### config.mk
export PLATFORM = sky130hd
export DESIGN_NAME = clk_div_bank
export DESIGN_NICKNAME = d
export VERILOG_FILES = /design/src/rtl/clk_div_bank.sv
export SDC_FILE = /design/constraint.sdc
export NUM_CORES = 1
export LEC_CHECK = 0
export CAP_MARGIN = 20
export CORE_UTILIZATION = 60
export DETAILED_ROUTE_END_ITERATION = 12
export PLACE_DENSITY_LB_ADDON = 0.25
export SYNTH_ARGS = -nofsm -noshare
export SYNTH_HDL_FRONTEND = slang
export SYNTH_SLANG_ARGS = --single-unit
### constraint.sdc
create_clock -name clk -period 8.7 [get_ports clk]
set_clock_uncertainty 0.2 [all_clocks]
set_input_delay 1.305 -clock clk [delete_from_list [all_inputs] [get_ports clk]]
set_output_delay 1.305 -clock clk [all_outputs]
set_load 0.05 [all_outputs]
### src/rtl/clk_div_bank.sv
// clk_div_bank: N_CH independent, runtime-programmable clock-enable channels.
// Each channel produces a periodic one-cycle tick, a square wave, or a single one-shot pulse.
module clk_div_bank #(
  parameter int N_CH  = 4,
  parameter int WIDTH = 28
) (
  input  logic             clk,
  input  logic             rst,
  input  logic             cfg_wr,
  input  logic [3:0]       cfg_ch,
  input  logic [WIDTH-1:0] cfg_div,
  input  logic [1:0]       cfg_mode,
  input  logic             sync,
  output logic [N_CH-1:0]  tick,
  output logic [N_CH-1:0]  sq_out,
  output logic [N_CH-1:0]  busy
);

  typedef enum logic [1:0] {
    MODE_OFF  = 2'b00,
    MODE_TICK = 2'b01,
    MODE_SQ   = 2'b10,
    MODE_ONE  = 2'b11
  } mode_t;

  localparam logic [WIDTH-1:0] CNT_ZERO = {WIDTH{1'b0}};
  localparam logic [WIDTH-1:0] CNT_ONE  = {{(WIDTH-1){1'b0}}, 1'b1};

  // Terminal count De-1 without widening: div values 0 and 1 both mean De=1.
  function automatic logic [WIDTH-1:0] last_count(input logic [WIDTH-1:0] d);
    if (d == CNT_ZERO) begin
      last_count = CNT_ZERO;
    end else begin
      last_count = d - CNT_ONE;
    end
  endfunction

  // De>>1 equals div>>1 for every div, including the div=0 alias of De=1.
  function automatic logic [WIDTH-1:0] half_point(input logic [WIDTH-1:0] d);
    half_point = d >> 1;
  endfunction

  mode_t            mode_r    [N_CH];
  mode_t            mode_nx_s [N_CH];
  logic [WIDTH-1:0] div_r     [N_CH];
  logic [WIDTH-1:0] div_nx_s  [N_CH];
  logic [WIDTH-1:0] cnt_r     [N_CH];
  logic [WIDTH-1:0] cnt_nx_s  [N_CH];
  logic [N_CH-1:0]  term_s;
  logic [N_CH-1:0]  wr_hit_s;

  // Per-channel terminal-count and write-address decode.
  always_comb begin
    term_s   = {N_CH{1'b0}};
    wr_hit_s = {N_CH{1'b0}};
    for (int i = 0; i < N_CH; i++) begin
      term_s[i]   = (cnt_r[i] == last_count(div_r[i]));
      wr_hit_s[i] = cfg_wr && (cfg_ch == 4'(i));
    end
  end

  // Next-state: write beats sync; a one-shot terminal always retires even under sync.
  always_comb begin
    for (int i = 0; i < N_CH; i++) begin
      mode_nx_s[i] = mode_r[i];
      div_nx_s[i]  = div_r[i];
      cnt_nx_s[i]  = cnt_r[i];
      if (wr_hit_s[i]) begin
        mode_nx_s[i] = mode_t'(cfg_mode);
        div_nx_s[i]  = cfg_div;
        cnt_nx_s[i]  = CNT_ZERO;
      end else if (mode_r[i] == MODE_OFF) begin
        cnt_nx_s[i] = CNT_ZERO;
      end else begin
        if (term_s[i] && (mode_r[i] == MODE_ONE)) begin
          mode_nx_s[i] = MODE_OFF;
        end else begin
          mode_nx_s[i] = mode_r[i];
        end
        if (sync || term_s[i]) begin
          cnt_nx_s[i] = CNT_ZERO;
        end else begin
          cnt_nx_s[i] = cnt_r[i] + CNT_ONE;
        end
      end
    end
  end

  // Channel state registers with synchronous reset.
  always_ff @(posedge clk) begin
    if (rst) begin
      for (int i = 0; i < N_CH; i++) begin
        mode_r[i] <= MODE_OFF;
        div_r[i]  <= CNT_ONE;
        cnt_r[i]  <= CNT_ZERO;
      end
    end else begin
      for (int i = 0; i < N_CH; i++) begin
        mode_r[i] <= mode_nx_s[i];
        div_r[i]  <= div_nx_s[i];
        cnt_r[i]  <= cnt_nx_s[i];
      end
    end
  end

  // Output decode from registered state only; no input reaches an output.
  always_comb begin
    tick   = {N_CH{1'b0}};
    sq_out = {N_CH{1'b0}};
    busy   = {N_CH{1'b0}};
    for (int i = 0; i < N_CH; i++) begin
      busy[i] = (mode_r[i] != MODE_OFF);
      case (mode_r[i])
        MODE_TICK: tick[i]   = term_s[i];
        MODE_ONE:  tick[i]   = term_s[i];
        MODE_SQ:   sq_out[i] = (cnt_r[i] >= half_point(div_r[i]));
        default: begin
          tick[i]   = 1'b0;
          sq_out[i] = 1'b0;
        end
      endcase
    end
  end

endmodule

After elaboration in Yosys (flattened, before gate mapping). Memories as Yosys holds them, arrays and structs flattened. Cells that the tools add are included.

Add/subtract/negate cells: 8. $lt $le $gt $ge: 4. Equality and inequality tests: 19. Mux-type cells: 55. Bitwise gates (word level): 12. Reduce and logical (&&, ||, !) cells: 29.

Operators by type and width (count): 28-bit two-way mux (28); 28-bit by 1-bit adder with 28-bit output (second input constant) (4); 28-bit == test (4); 28-bit by 27-bit >= comparator with 1-bit output (4); 28-bit logical NOT (4); 28-bit by 1-bit subtractor with 28-bit output (second input constant) (4); 2-bit two-way mux (16); 2-bit == test (second input constant) (8); 1-bit bitwise OR (12); 1-bit two-way mux (11); 2-bit by 1-bit == test with 1-bit output (second input constant) (4); 4-bit by 2-bit == test with 1-bit output (second input constant) (2); 1-bit logical AND (8); 2-bit logical NOT (4); 2-bit nonzero test (4); 2-bit OR reduction (4); 4-bit by 1-bit == test with 1-bit output (second input constant) (1); 4-bit logical NOT (1); 1-bit logical OR (4).

Bits in registers: 0. Memory bits (writable): 232. Memories kept: 3.

Memories: cnt_r (depth 4, width 28, rd ports 4, clocked after Yosys merged registers in 0, write ports 4, line 47) `logic [WIDTH-1:0] cnt_r [N_CH];`; div_r (depth 4, width 28, rd ports 4, clocked after Yosys merged registers in 0, write ports 4, line 45) `logic [WIDTH-1:0] div_r [N_CH];`; mode_r (depth 4, width 2, rd ports 4, clocked after Yosys merged registers in 0, write ports 4, line 43) `mode_t mode_r [N_CH];`.

Depth between registers and ports, before layout.
Depth after elaboration: 8. Gate-level depth with buffers: 15.

Worst setup path after synthesis. OpenSTA, ideal clock, no wires.

Path kind: reg-to-output. Start: memory div_r[0][0]. End: output port tick[0]. Arrival time: 4.518 ns. Slack: 2.677 ns. Cell stages (with the launch flop): 11. Buffers on the path: 1. Cell sequence: dfxtp_1 > inv_1 > ha_1 > or3b_1 > clkbuf_1 > nor4_1 > xnor2_1 > or4b_2 > a31oi_1 > nand4b_1 > nor4_1.

RTL lines: start: declaration (line 45); end: declaration (line 14) `output logic [N_CH-1:0] tick,`.

==> summary.md <==
| Metric | Value |
|---|---|
| Status | finished, final reports clean |
| FF-to-FF setup slack | 3.29 ns |
| Placed cell area | 0.0180 mm^2 |
| Unrepaired setup endpoints after global routing | no |
| Starting DRT DRC Count | 1505 |
| CP max FO | 13 |
| Die Wd | 173 um |
| Avg Synthesized Cell Area | 7.43 um^2 |
| Synth async-reset ratio | 0% |
| Crit. End Element | output pin |
| Number of global-route vias before repair | 16.5k |
| Type of origin of the critical path | register |
| Via density | 6.49 |
| Max-cap violation count | 0 |
| Starting Density | 61.0% |
| Ys flop type | dfxtp_1 |
| RD Place Congestion | 0.998 |
| Worst Hold Depth | 2 |
| Largest net degree at the start of global routing | 110 |
| Pwr Density | 138 mW/mm^2 |
| Post-synthesis cell count | 2354 |
| GRT Util Overall | 36.8% |
| Post-CTS Setup Bufs | 0 |
| Number of port buffers | 49 |
| Syn-to-layout area delta | 8.71% |
| R2R depth | 9 |
| Net count of the mapped netlist | 2508 |
| Worst EP required | 7.19 ns |
| Register area share after synthesis | 26.5% |
| Residual DRC | 0 |
| Leakage | 6.93 nW |
| EDFF count, synth | 0 |
| Rows | 62 |
| Worst hold path startpoint | div_r[3][10] |
| Final hold viol count | 0 |
| CP Class | register to output pin |
| Final setup fails | 0 |
| DR WL/cell | 20.6 um |
| Io pins | 50 |
| Root Driver | clkbuf_16 |
| Peak supply drop | 0.142 mV |
| Hold EP | div_r[3][10] |
| Most frequent cells in the layout | nand2_1, dfxtp_1, a21oi_1 |
| Yosys cell types | 84 |
| # diodes | 0 |
| CTS tree | done |
| Min-Delay Path Class | register to register |
| Synth Warn # | 0 |
| Initial antenna violation count | 2 |
| Antenna Nets Post-Route | 0 |
| Vias | 17.7k |
| Post-Syn Area | 0.0175 mm^2 |
| Die H | 173 um |
| Yosys reg bits | 232 |
| Max Slew Vio Count | 0 |
| Final Cell Area | 0.0190 mm^2 |
| Fmax | 140 MHz |
| Layout cells sized above 1 | 4.54% |
| Hold_buf cts | 0 |
| Worst slew pin tran | 1.11 ns |
| Global-route wire length before repair | 89400 um |
| Clk_lat worst skew | 0.55 ns |
| CTS resizes | 0 |
| HPWL after DPL | 42400 um |
| Worst r2r src | div_r[2][2] |
| WL final | 56000 um |
| Die area | 0.0298 mm^2 |
| Setup_tns | 0 ns |
| DRT Pass-1 Iters | 8 |
| Layout net count | 2468 |
| Commonest non-fill, non-tap cell in the layout | nand2_1 |
| Final Critical Period | 7.14 ns |
| Clock slew seen by the registers of the worst setup and hold paths | 0.06 ns |
| Overflow after GRT | 0 |
| Core Area | 0.0287 mm^2 |
| Tcrit/Tclk final | 82.0% |
| Sink Count | 232 |
| Clock buffer count from CTS | 27 |
| CP Data Arrival Time | 5.63 ns |
| RR Endpoint | cnt_r[2][8] |
| Htree depth | 1 |
| Rel. slew slack | 25.9% |
| CTS max path bufs | 3 |
area by class of cell:
cell class	count	area [um^2]
Multi-Input combinational cell	1841	11800
Fill cell	2556	9680
Sequential cell	232	4640
Clock buffer	40	785
Timing Repair Buffer	66	651
Inverter	146	548
Tap cell	384	480
Clock inverter	9	153
stage by stage:
| stage | setup WS (ns) | util [%] | instances | hold WS [ns] | total power (W) |
|---|---|---|---|---|---|
| finish | 1.56 | 66.3 | 2718 | 0.300 | 0.00262 |
| global route | 1.29 | 66.3 | 2718 | 0.325 | 0.00270 |
| CTS | 1.64 | 66.1 | 2715 | 0.297 | 0.00261 |
| detailed placement | 2.29 | 62.8 | 2666 | 0.288 | 0.00141 |
| global placement | 2.38 | 62.8 | 2666 | 0.271 | 0.00141 |
| floorplan | 2.68 | - | 2354 | 0.257 | 0.00131 |
worst max path at each step:
stage / slack (ns) / endpoint / startpoint
2_1_floorplan: 2.68 / tick[0] / div_r[0][0]
3_3_place_gp: 2.38 / tick[1] / div_r[1][0]
3_5_place_dp: 2.29 / tick[1] / div_r[1][0]
4_1_cts: 1.64 / tick[1] / div_r[1][0]
5_1_grt: 1.29 / tick[0] / div_r[0][0]
6_report: 1.56 / tick[1] / div_r[1][0]
per-layer routing:
metal | part of all wire [%] | vias up | GRT usage (%)
li1 | - | 8372 | -
met4 | 4.2 | 2 | 15.2
met3 | 7.8 | 139 | 6.05
met2 | 46 | 743 | 61.0
met1 | 42 | 8394 | 47.3
met5 | 0.023 | - | 0
Yosys cell counts (12+ instances only):
| cell | instances | share of area (%) |
|---|---|---|
| or4_1 | 33 | 1.4 |
| nand2b_1 | 16 | 0.57 |
| nand3_1 | 82 | 2.3 |
| and3_1 | 33 | 1.2 |
| a21oi_1 | 175 | 5.0 |
| or2_2 | 15 | 0.54 |
| mux2i_1 | 14 | 0.80 |
| nor2b_1 | 15 | 0.54 |
| xnor2_1 | 138 | 6.9 |
| ha_1 | 116 | 8.3 |
| a211oi_1 | 14 | 0.60 |
| nor4_1 | 70 | 2.5 |
| nor3_1 | 155 | 4.4 |
| nor2_1 | 140 | 3.0 |
| and2_1 | 18 | 0.64 |
| clkbuf_1 | 109 | 2.3 |
| o31ai_1 | 18 | 0.77 |
| or3_1 | 29 | 1.0 |
| buf_2 | 12 | 0.34 |
| a31oi_1 | 16 | 0.57 |
| o21ai_0 | 43 | 1.2 |
| nand2_1 | 328 | 7.0 |
| a21o_1 | 45 | 1.9 |
| xor2_1 | 61 | 3.1 |
| inv_1 | 146 | 3.1 |
| nand4_1 | 65 | 2.3 |
| dfxtp_1 | 232 | 27 |
| and4_1 | 16 | 0.80 |
sequential cells by signal, indices dropped and copies added, names as in the netlist:
signal	count
mode_r	8
cnt_r	112
div_r	112
kinds of logic (layout without fill, tap and decap cells):
kind of cell               after synthesis  in the layout  synth area share [%]
DFF                                    232            232                  26.5
AOI/OAI and AO/OA                      439            439                  16.3
xor gates and xnor gates               203            203                  10.5
adders and majority gates              116            116                  8.30
buffers and inverters                  281            261                  6.31
and+or+nand+nor                       1066           1066                  31.0
muxes                                   17             17                 0.994
worst max-delay path, cell delays in order, from the launching register on:
cell and delay (ns):
dfxtp_1 0.34, inv_1 0.10, ha_1 0.24, or4b_2 0.68, nor3_1 0.68, nand3_1 0.58
nand2_1 0.22, o311ai_0 0.15, or4b_1 0.49, nand4b_1 0.29, nor4_2 0.34, and2_1 0.18
clkdlybuf4s50_1 0.80
power by group:
| part | switching [W] | total, W | leakage, nW | internal [W] |
|---|---|---|---|---|
| combinational | 0.000213 | 0.000329 | 4.60 | 0.000116 |
| clock | 0.000466 | 0.00121 | 0.461 | 0.000739 |
| sequential | 0.0000152 | 0.00109 | 1.87 | 0.00107 |
(Power assumes the default switching activity.)
